--- config.mk ---
export PLATFORM = sky130hd
export DESIGN_NAME = irq_arbiter
export DESIGN_NICKNAME = d
export VERILOG_FILES = /design/src/rtl/irq_arbiter.sv
export SDC_FILE = /design/constraint.sdc
export NUM_CORES = 1
export LEC_CHECK = 0
export BUFFER_PORTS_ARGS = -buffer_cell sky130_fd_sc_hd__buf_2
export CORE_MARGIN = 2
export CORE_UTILIZATION = 46
export DETAILED_ROUTE_END_ITERATION = 10
export PLACE_DENSITY = 0.85
export SYNTH_ARGS = -nofsm -noshare
export SYNTH_HDL_FRONTEND = slang
export SYNTH_SLANG_ARGS = --single-unit
--- constraint.sdc ---
create_clock -name clk -period 3.2 [get_ports clk]
set_input_delay 0.16 -clock clk [delete_from_list [all_inputs] [get_ports clk]]
set_output_delay 0.16 -clock clk [all_outputs]
set_load 0.005 [all_outputs]
--- src/rtl/irq_arbiter.sv ---
// irq_arbiter: interrupt controller downstream of the timer and other irq sources.
// Source irq pulses are edge-detected into pending bits and masked by ENABLE.
// The lowest-index pending+enabled source is presented to the CPU as one
// registered level irq, with a claim/complete handshake over the a/d/we/spo bus.
//
// Optional feature macro: IRQ_LEVEL_MODE_EN adds the TRIGMODE register at a=100.
// Without it, every source is edge-triggered and a=100 reads 0.
//
// Ports:
//   clk      in   1     clock
//   rst      in   1     synchronous active-high reset
//   a        in   3     register select (0 PENDING, 1 ENABLE, 2 CLAIM/COMPLETE,
//                       3 STATUS, 4 TRIGMODE)
//   d        in   32    write data, byte-swapped bus order
//   we       in   1     write strobe
//   re       in   1     read strobe (qualifies the CLAIM side effect)
//   spo      out  32    combinational read data, byte-swapped bus order
//   irq_src  in   NSRC  source irq lines (bit 0 = timer)
//   irq      out  1     registered interrupt request to the CPU
module irq_arbiter #(
  parameter int unsigned NSRC = 4
) (
  input  logic            clk,
  input  logic            rst,
  input  logic [2:0]      a,
  input  logic [31:0]     d,
  input  logic            we,
  input  logic            re,
  output logic [31:0]     spo,
  input  logic [NSRC-1:0] irq_src,
  output logic            irq
);

  localparam int unsigned IDW = 5;

  localparam logic [2:0] A_PENDING  = 3'd0;
  localparam logic [2:0] A_ENABLE   = 3'd1;
  localparam logic [2:0] A_CLAIM    = 3'd2;
  localparam logic [2:0] A_STATUS   = 3'd3;
  localparam logic [2:0] A_TRIGMODE = 3'd4;

  typedef enum logic [1:0] {
    S_IDLE    = 2'd0,
    S_ASSERT  = 2'd1,
    S_SERVICE = 2'd2
  } state_t;

  state_t          r_state;
  state_t          w_state_next;
  logic [NSRC-1:0] r_pend;
  logic [NSRC-1:0] r_en;
  logic [NSRC-1:0] r_prev;
  logic [IDW-1:0]  r_isvc;
  logic            r_irq;

  logic [31:0]     w_wdata;
  logic [31:0]     w_rdata;
  logic [NSRC-1:0] w_act;
  logic [NSRC-1:0] w_best_oh;
  logic [IDW-1:0]  w_best_id;
  logic            w_any;
  logic            w_claim;
  logic            w_complete;
  logic [NSRC-1:0] w_clr;
  logic [NSRC-1:0] w_edge;
  logic [NSRC-1:0] w_pend_next;
  logic            w_irq_next;
  logic [IDW-1:0]  w_isvc_next;

`ifdef IRQ_LEVEL_MODE_EN
  logic [NSRC-1:0] r_trig;
`endif

  // Bus is byte-swapped in both directions.
  assign w_wdata = {d[7:0], d[15:8], d[23:16], d[31:24]};
  assign spo     = {w_rdata[7:0], w_rdata[15:8], w_rdata[23:16], w_rdata[31:24]};

  assign w_act     = r_pend & r_en;
  assign w_any     = (w_act != '0);
  // Isolate the lowest set bit: lowest index has priority.
  assign w_best_oh = w_act & (~w_act + NSRC'(1));

  // Id of the lowest-index active source (0 when none).
  always_comb begin
    w_best_id = '0;
    for (int i = int'(NSRC) - 1; i >= 0; i--) begin
      if (w_act[i]) w_best_id = IDW'(i + 1);
    end
  end

  assign w_claim    = (r_state == S_ASSERT) && re && (a == A_CLAIM) && w_any;
  assign w_complete = (r_state == S_SERVICE) && we && (a == A_CLAIM) &&
                      (w_wdata == 32'(r_isvc));

  // Pending update: clears first, then new edges, so a same-cycle edge wins.
  always_comb begin
    w_clr = '0;
    if (we && (a == A_PENDING)) w_clr = w_wdata[NSRC-1:0];
    if (w_claim)                w_clr = w_clr | w_best_oh;
    w_edge      = irq_src & ~r_prev;
    w_pend_next = (r_pend & ~w_clr) | w_edge;
`ifdef IRQ_LEVEL_MODE_EN
    // Level-triggered sources simply mirror their line.
    w_pend_next = (w_pend_next & ~r_trig) | (irq_src & r_trig);
`endif
  end

  // Source-side registers.
  always_ff @(posedge clk) begin
    if (rst) begin
      r_pend <= '0;
      r_en   <= '0;
      r_prev <= '0;
    end else begin
      r_pend <= w_pend_next;
      r_prev <= irq_src;
      if (we && (a == A_ENABLE)) r_en <= w_wdata[NSRC-1:0];
    end
  end

`ifdef IRQ_LEVEL_MODE_EN
  always_ff @(posedge clk) begin
    if (rst)                          r_trig <= '0;
    else if (we && (a == A_TRIGMODE)) r_trig <= w_wdata[NSRC-1:0];
  end
`endif

  // FSM state register.
  always_ff @(posedge clk) begin
    if (rst) r_state <= S_IDLE;
    else     r_state <= w_state_next;
  end

  // FSM next state.
  always_comb begin
    w_state_next = r_state;
    case (r_state)
      S_IDLE: begin
        if (w_any) w_state_next = S_ASSERT;
      end
      S_ASSERT: begin
        if (w_claim)     w_state_next = S_SERVICE;
        else if (!w_any) w_state_next = S_IDLE;
      end
      S_SERVICE: begin
        if (w_complete) w_state_next = S_IDLE;
      end
      default: w_state_next = S_IDLE;
    endcase
  end

  // FSM outputs: irq follows the ASSERT state one cycle later; isvc tracks the claim.
  always_comb begin
    w_irq_next  = (w_state_next == S_ASSERT);
    w_isvc_next = r_isvc;
    if (w_claim)    w_isvc_next = w_best_id;
    if (w_complete) w_isvc_next = '0;
  end

  always_ff @(posedge clk) begin
    if (rst) begin
      r_irq  <= 1'b0;
      r_isvc <= '0;
    end else begin
      r_irq  <= w_irq_next;
      r_isvc <= w_isvc_next;
    end
  end

  assign irq = r_irq;

  // Read mux, pre-swap.
  always_comb begin
    w_rdata = '0;
    case (a)
      A_PENDING: w_rdata = 32'(r_pend);
      A_ENABLE:  w_rdata = 32'(r_en);
      A_CLAIM:   w_rdata = (r_state == S_ASSERT) ? 32'(w_best_id) : 32'd0;
      A_STATUS: begin
        w_rdata[IDW-1:0] = r_isvc;
        w_rdata[8]       = r_irq;
      end
`ifdef IRQ_LEVEL_MODE_EN
      A_TRIGMODE: w_rdata = 32'(r_trig);
`endif
      default: w_rdata = '0;
    endcase
  end

endmodule

==> flow_summary.toml, run 1 <==
[sta]
worst_pin_slew_ns = 0.802
min_period_over_period = 0.558
fin_crit_ns = 1.79
max-slew-margin-rel = 0.458
fin_setup_tns_ns = 0
setup_viol = 0
hold_viol = 0
max_clock_freq_mhz = 560
fin_worst_skew_ns = 0.00554
slew_viol_final = 0
rsz0062_at_grt = "no"

[synth]
synth.most_common_cell = "buf_4"
synth_warnings = 0
ys_ff_latch = 18
syn_area_per_cell_um2 = 8.42
synth_top_area_frac = 0.297
synth_top_flop_cell = "dfxtp_1"
async_flop_share = 0
synthTopCellsByCount = "buf_4, dfxtp_1, nand2_1"
synth_top_area_cell = "dfxtp_1"
synthCells = 144
netlist_top_cells_area = "dfxtp_1, buf_4, mux2i_1, nor4_1, nand2_1"
synthesis.area_mm2 = 0.00121
ys_seq_area_frac = 0.297
ys_types = 39
synth_edf_count = 0

[global_routing]
track_usage = 0.171
antenna_found_initial = 0
first_global_vias = 1007
grt_max_degree = 14
grt_pass1_wl_mm = 4.35
grt.overflow.total = 0

[cts]
post_cts_buffers = 0
hold_buffers = 0
cts_resized = 0
cts_tree = "done"
cts.sinks = 18
worstSkewPairLatency_ns = 0.29
root_buffer = "clkbuf_4"
cts_htree_levels = 1
clk_pin_slew_ns = 0.11
numCtsBuffers = 3
clockBufferDepth = 2

[worst_setup_path]
cp-end-kind = "primary output"
path_max_fanout = 5
crit_end = "spo[25]"
r2r_start = "r_en[1]"
startpoint_type = "register"
path_class = "register to primary output"
critPathRequiredTime_ns = 3.04
reg2reg_depth = 4
worstPathArrival_ns = 1.63
reg2reg_to = "r_state[1]"
crit_start = "r_state[1]"
reg2reg_slack_ns = 1.54

[floorplan]
die_w_um = 55.3
dieArea_mm2 = 0.00306
core_mm2 = 0.00248
die_y_um = 55.3
std_cell_rows = 18
start_util = 0.489
num_io_pins = 76

[place]
dpl.cell_count = 217
gp_congestion = 0.916
numPortBuffers = 48
dp_hpwl_mm = 2.21

[finish]
layout-drive-gt1-share = 0.330
stdcell_count = 221
multiInputGateArea_um2 = 707
final_util = 0.568
register_area_um2 = 360
fin_nets = 235
diodes = 0
syn_to_final_growth_pct = 16.1
fill_cells = 223

[detailed_routing]
drt-initial-drc-count = 50
wl_mm = 2.69
wire_per_inst_um = 12.2
wl_met2_mm = 1.27
drc = 0
top_layer_used = "met4"
ant_nets = 0
dr_wl_met3_um = 305
dr.pass1.iters = 4
dr_total_vias = 1164
routed_via_density = 5.27
drt-met1-wl_mm = 1.09

[power_and_ir_drop]
leakage_uw = 0.000654
power_density_mw_per_mm2 = 325
ir_drop_mv = 0.224

[hold_path]
min_path_type = "primary input to register"
holdCritStartpoint = "irq_src[0]"

[flow_run]
cap_viol_max_count = 0

[outcome]
run_status = "completed"
[sequential cells by signal (all words and copies together) (netlist names)]
name / count
r_en: 4
irq: 1
r_isvc: 3
r_state: 2
r_pend: 4
r_prev: 4
[layout make-up]
cell class                      count  area share
Clock buffer                        4      0.0258
Tap cell                           30      0.0267
Inverter                            5      0.0133
Sequential cell                    18       0.256
Multi-Input combinational cell    115       0.502
Timing Repair Buffer               49       0.176
[critical path: stages (launching register included)]
cell	delay [ns]
dfxtp_1	0.35
nand2b_1	0.17
or3_4	0.37
o32ai_1	0.28
buf_2	0.16
[layout by cell type (no fill, tap or decap), drive strengths merged]
| master | netlist | layout |
|---|---|---|
| a22oi | 1 | 1 |
| o2bb2ai | 1 | 1 |
| a2111oi | 1 | 1 |
| nand4 | 4 | 4 |
| nand2b | 2 | 2 |
| conb | 1 | 27 |
| a41o | 2 | 2 |
| buf | 30 | 49 |
| dfxtp | 18 | 18 |
| nor4 | 7 | 7 |
| nor3 | 4 | 4 |
| a21oi | 7 | 7 |
| nor3b | 3 | 3 |
| nor2b | 6 | 6 |
| or3 | 1 | 1 |
| nand2 | 11 | 11 |
| xnor2 | 3 | 3 |
| mux2 | 3 | 3 |
| mux2i | 5 | 5 |
| nor4b | 4 | 4 |
| and4bb | 2 | 2 |
| nand3 | 4 | 4 |
| o21ai | 1 | 1 |
| or4 | 1 | 1 |
| a31oi | 1 | 1 |
| clkbuf | 2 | 4 |
| nor2 | 6 | 6 |
| inv | 5 | 5 |
| a21bo | 1 | 1 |
| a211oi | 1 | 1 |
| o31ai | 1 | 1 |
| a221o | 1 | 1 |
| o32ai | 1 | 1 |
| o22ai | 2 | 2 |
| a311oi | 1 | 1 |
[per-layer routing]
| metal | vias to the layer above | GRT usage |
|---|---|---|
| met5 | - | 0 |
| met2 | 78 | 0.289 |
| met3 | 2 | 0.0304 |
| met4 | 0 | 0.0627 |
| li1 | 563 | - |
| met1 | 521 | 0.217 |
[logic make-up after synthesis]
logic type / share of synthesized area
flip-flops: 0.297
AO/OA/AOI/OAI: 0.132
other: 0.00309
multiplexers: 0.0691
XOR/XNOR: 0.0217
AND/OR/NAND/NOR: 0.277
buffers and inverters: 0.200
[power breakdown]
| group | total, µW | leakage (µW) | switching [µW] | internal, µW |
|---|---|---|---|---|
| combinational | 73.6 | 0.000486 | 37.7 | 35.9 |
| sequential | 241 | 0.000148 | 7.50 | 233 |
| clock | 143 | 0.0000210 | 73.3 | 69.3 |
[how the worst min path moves through the flow]
stage / slack, ns / to / depth (start not counted)
floorplan: 0.24 / r_prev[1] / 1
global placement: 0.36 / r_prev[0] / 3
detailed placement: 0.36 / r_prev[0] / 3
CTS: 0.05 / r_prev[0] / 3
global route: 0.08 / r_prev[0] / 3
finish: 0.05 / r_prev[0] / 3
[through the flow]
step | setup slack, ns | area [µm²] | hold slack, ns | total power [µW]
2_1_floorplan | 1.71 | 1310 | 0.239 | 306
3_3_place_gp | 1.57 | 1370 | 0.359 | 317
3_5_place_dp | 1.56 | 1370 | 0.364 | 319
4_1_cts | 1.41 | 1410 | 0.0492 | 460
5_1_grt | 1.32 | 1410 | 0.0757 | 480
6_report | 1.41 | 1410 | 0.0533 | 457
Power figures use the tool's default switching activity.
==> run 2, diff against run 1 <==
- CORE_UTILIZATION: 46 -> 38
- PLACE_DENSITY: 0.85 -> 0.75
- clock period: 3.2 -> 1.5 ns (I/O delays scaled with it)
==> run 2 against run 1 <==
Combinational power grew 150%; utilization shrank 4.9 points; sequential share of layout area shrank 2.7 points; non-clock buffer count grew 13; clock power grew 120%; final cell count grew 12%; largest power group unchanged; global-route usage shrank 0.054 points; design area grew 13%; count of clock-buffer cells in the layout is the same; critical path depth grew 1; the flow now finishes with violations (negative setup slack); flip-flop and latch count is the same; critical endpoint is now spo[26]; routed wire length grew 17%.
==> flow_summary.toml, run 2 (synthesis results as in run 1) <==
[outcome]
run_status = "finished, violations left"
violations = "negative setup slack"

[detailed_routing]
ant_nets = 0
wl_mm = 3.15
dr.pass1.iters = 4
routed_via_density = 4.84
wire_per_inst_um = 12.7
drt-initial-drc-count = 32
drc = 0
dr_total_vias = 1201

[power_and_ir_drop]
power_density_mw_per_mm2 = 634
ir_drop_mv = 0.529
p_seq_frac = 0.511
netSwitchingFraction = 0.266
clockPowerShare = 0.308
combPwrFrac = 0.181
switchingPower_uw = 268
intPower_uw = 738
leakage_uw = 0.000726

[place]
dp_hpwl_mm = 2.44
gp_congestion = 0.978
numPortBuffers = 48

[flow_run]
cap_viol_max_count = 0

[cts]
cts_htree_levels = 1
clk_pin_slew_ns = 0.11
worstSkewPairLatency_ns = 0.31
clockBufferDepth = 2
numCtsBuffers = 3
root_buffer = "clkbuf_4"
cts_tree = "done"
cts.sinks = 18

[worst_setup_path]
cp-end-kind = "primary output"
startpoint_type = "register"
path_class = "register to primary output"
path_max_fanout = 3
critPathRequiredTime_ns = 1.42
worstPathArrival_ns = 1.52

[finish]
final_common_cell = "buf_2"
diodes = 0
layout_common_cells = "buf_2, conb_1, dfxtp_1"
final_util = 0.519
reg_top3 = "r_en x4, r_pend x4, r_prev x4"
fin_nets = 248
syn_to_final_growth_pct = 30.8
layout-drive-gt1-share = 0.412

[floorplan]
dieArea_mm2 = 0.00366
die_w_um = 60.5
num_io_pins = 76
start_util = 0.397
core_mm2 = 0.00305
die_y_um = 60.5
std_cell_rows = 20

[sta]
worst_slack_ns = -0.0975
slew_viol_final = 0
fin_worst_skew_ns = 0.00973
fin_crit_ns = 1.60
max_clock_freq_mhz = 626
rsz0062_at_grt = "yes"
whs_ns = 0.0144
min_period_over_period = 1.06
setup_viol = 3
hold_viol = 0

[global_routing]
grt_max_degree = 13
grt.overflow.total = 0
first_global_vias = 1057
antenna_found_initial = 0
grt_pass1_wl_mm = 4.57
track_usage = 0.171

[hold_path]
min_path_type = "primary input to register"
## run 2: cell count changes in the layout (fill, tap and decap cells not counted), sizes merged
cell | previous run | this run
buf | 49 | 61
dlygate4sd3 | 0 | 1
## run 2: final cells by class
class	count	area [µm²]
fill	307	1470
multi-input combinational	115	761
sequential	18	363
timing repair buffer	62	352
tap	44	55.1
clock buffer	4	36.3
inverter	5	18.8
## run 2: worst paths after layout
check                            endpoint  slack [ns]  cells past startpoint       start
worst max-delay path              spo[26]        -0.1                      5  r_state[1]
worst max register to register  r_isvc[1]        0.05                      4  r_state[1]
worst min-delay path            r_prev[2]        0.01                      2  irq_src[2]
worst min register to register  r_pend[0]        0.43                      1   r_prev[0]
## run 2: worst max-delay path, stage by stage, from the launching register on
cell and delay [ns]:
dfxtp_2 0.34, nand2b_4 0.13, or3_4 0.36, buf_6 0.14, o22ai_2 0.11, buf_2 0.13
## run 2: power groups by stage
stage	clock (µW)	combinational, µW	sequential, µW
2_1_floorplan	0	133	519
3_3_place_gp	0	171	522
5_1_grt	338	206	516
6_report	310	182	514
4_1_cts	315	178	512
3_5_place_dp	0	173	522
## run 2: timing repair
| action | in CTS | in global routing |
|---|---|---|
| hold buffers | 1 | 0 |
| gates resized for setup | 7 | 5 |
| cloned | 0 | 0 |
| endpoints found under the setup margin | 4 | 5 |
| pin swaps | 3 | 1 |
| setup buffers | 1 | 0 |
| hold endpoints to repair | 1 | 0 |
## run 2: per-stage QoR
stage               cell area (µm²)  TNS, ns  total power (µW)  setup WS [ns]  instances
floorplan                      1310        0               653         0.0149        170
global placement               1470        0               694         0.0309        242
detailed placement             1470  -0.0122               695        -0.0122        242
CTS                            1560   -0.247              1000        -0.0898        248
global route                   1590   -0.460              1060         -0.151        248
finish                         1590   -0.260              1010        -0.0975        248
## run 2: per-layer routing
metal	share of wire	vias up	track usage
li1	-	590	-
met1	0.42	541	0.208
met2	0.47	64	0.280
met3	0.11	6	0.0682
met4	0.011	0	0.0528
met5	0	-	0
==> run 3, diff against run 2 <==
--- a/config.mk
+++ b/config.mk
@@ -10,5 +10,5 @@
 export CORE_UTILIZATION = 38
 export DETAILED_ROUTE_END_ITERATION = 10
-export PLACE_DENSITY = 0.75
+export PLACE_DENSITY = 0.83
 export SYNTH_ARGS = -nofsm -noshare
 export SYNTH_HDL_FRONTEND = slang
==> constraint.sdc (replaced) <==
create_clock -name clk -period 1.5 [get_ports clk]
set_input_delay 0.3 -clock clk [delete_from_list [all_inputs] [get_ports clk]]
set_output_delay 0.3 -clock clk [all_outputs]
set_load 0.005 [all_outputs]
==> run 3 against run 2 <==
The run still ends with negative setup slack left; sequential power hardly changed; final cell count grew 2.4%; global-route usage is 0.36 points lower; worst hold slack improved by 0.18 ns; power grew 1.6%; register-to-register slack worse by 0.02 ns; critical path depth stayed put; sequential share of layout area shrank 0.53 points; die area unchanged; clock skew shrank 0.0091 ns; critical endpoint unchanged.
==> flow_summary.toml, run 3 (synthesis results as in run 1) <==
[outcome]
violations = "negative setup slack"
run_status = "finished, violations left"

[finish]
layout_common_cells = "buf_2, conb_1, buf_4"
syn_to_final_growth_pct = 33.8
multiInputGateArea_um2 = 756
fill_cells = 306
final_util = 0.532
final_area_mm2 = 0.00162
final_common_cell = "buf_2"
layout-drive-gt1-share = 0.433
reg_top3 = "r_en x4, r_pend x4, r_prev x4"
register_area_um2 = 363
fin_nets = 254
diodes = 0

[floorplan]
std_cell_rows = 20
start_util = 0.397
die_w_um = 60.5
core_mm2 = 0.00305
die_y_um = 60.5
dieArea_mm2 = 0.00366
num_io_pins = 76

[hold_path]
min_path_type = "primary input to register"
min_path_cells = 3
holdCritStartpoint = "irq_src[0]"

[worst_setup_path]
critical_path_depth = 5
crit_start = "r_state[1]"
r2r_start = "r_state[1]"
reg2reg_depth = 4
crit_chain = "nand2b_4 -> or3_4 -> buf_6 -> o22ai_4 -> buf_2"
path_buf_inv = 2
path_max_fanout = 4
cp-end-kind = "primary output"
worstPathArrival_ns = 1.53
cpPeakStageDelay_ns = 0.40
crit_path_top_delay_cell = "or3_4"
path_class = "register to primary output"
cpLargestDelayFamily = "simple AND/OR/NAND/NOR gates"
startpoint_type = "register"
critPathRequiredTime_ns = 1.20

[global_routing]
grt.overflow.total = 0
antenna_found_initial = 0
grt_pass1_wl_mm = 4.59
track_usage = 0.167
first_global_vias = 1076
grt_max_degree = 12

[sta]
fin_setup_tns_ns = -0.953
rsz0062_at_grt = "yes"
fin_worst_skew_ns = 0.000616
setup_viol = 3
hold_viol = 0
slew_viol_final = 0
worst_slack_ns = -0.334
fin_crit_ns = 1.83
max_clock_freq_mhz = 545
min_period_over_period = 1.22

[place]
dpl_cell_area_mm2 = 0.00152
dp_hpwl_mm = 2.43
numPortBuffers = 48
gp_congestion = 0.862
pre_cts_slack_ns = -0.199

[cts]
cts_tree = "done"
clk_pin_slew_ns = 0.11
worstSkewPairLatency_ns = 0.30
numCtsBuffers = 3
cts_htree_levels = 1
clockBufferDepth = 2
cts.sinks = 18
root_buffer = "clkbuf_4"

[detailed_routing]
wire_per_inst_um = 12.7
drt-initial-drc-count = 40
wl_mm = 3.22
drc = 0
routed_via_density = 4.83
dr_total_vias = 1226
ant_nets = 0
dr.pass1.iters = 4

[power_and_ir_drop]
switchingPower_uw = 274
power_density_mw_per_mm2 = 630
netSwitchingFraction = 0.268
p_seq_frac = 0.502
clockPowerShare = 0.303
combPwrFrac = 0.195
ir_drop_mv = 0.819
leakage_uw = 0.000753
intPower_uw = 748

[flow_run]
cap_viol_max_count = 0
[run 3: power by group through the flow]
stage,registers [µW],logic [µW],clock network [µW]
2_1_floorplan,519,133,0
3_3_place_gp,520,187,0
3_5_place_dp,521,190,0
4_1_cts,512,194,310
5_1_grt,515,222,327
6_report,513,199,310
[run 3: layer usage]
layer,up-vias,wire length [µm],track usage
met5,-,0,0
met4,0,32,0.0466
met3,4,258,0.0384
met2,68,1520,0.297
met1,553,1410,0.204
li1,601,-,-
[run 3: area by class of cell]
cell class                 count  share of cell area
clock buffer                   4              0.0224
inverter                       5              0.0116
multi-input combinational    115               0.466
sequential                    18               0.224
tap                           44              0.0339
timing repair buffer          68               0.243
[run 3: worst paths after layout]
path                                   to  slack [ns]
worst max-delay path              spo[26]       -0.33
worst min-delay path            r_prev[0]        0.19
worst max register to register  r_isvc[1]        0.03
worst min register to register  r_pend[0]        0.43
[run 3: through the flow]
step | total power, µW | hold WS (ns) | std cells
2_1_floorplan | 653 | 0.379 | 170
3_3_place_gp | 708 | 0.406 | 249
3_5_place_dp | 712 | 0.411 | 249
4_1_cts | 1020 | 0.198 | 253
5_1_grt | 1060 | 0.216 | 254
6_report | 1020 | 0.193 | 254
[run 3: repair_timing]
item | 4_1_cts | 5_1_grt
buffers inserted | 0 | 1
gates resized for setup | 8 | 4
endpoints found under the setup margin | 5 | 5
hold endpoints to repair | 0 | 0
hold buffers | 0 | 0
pin swaps | 5 | 2
cloned | 0 | 0
[run 3: tightest hold or removal path, stage by stage]
cell and delay (ns):
buf_2 0.08, nand2_1 0.05, inv_1 0.04
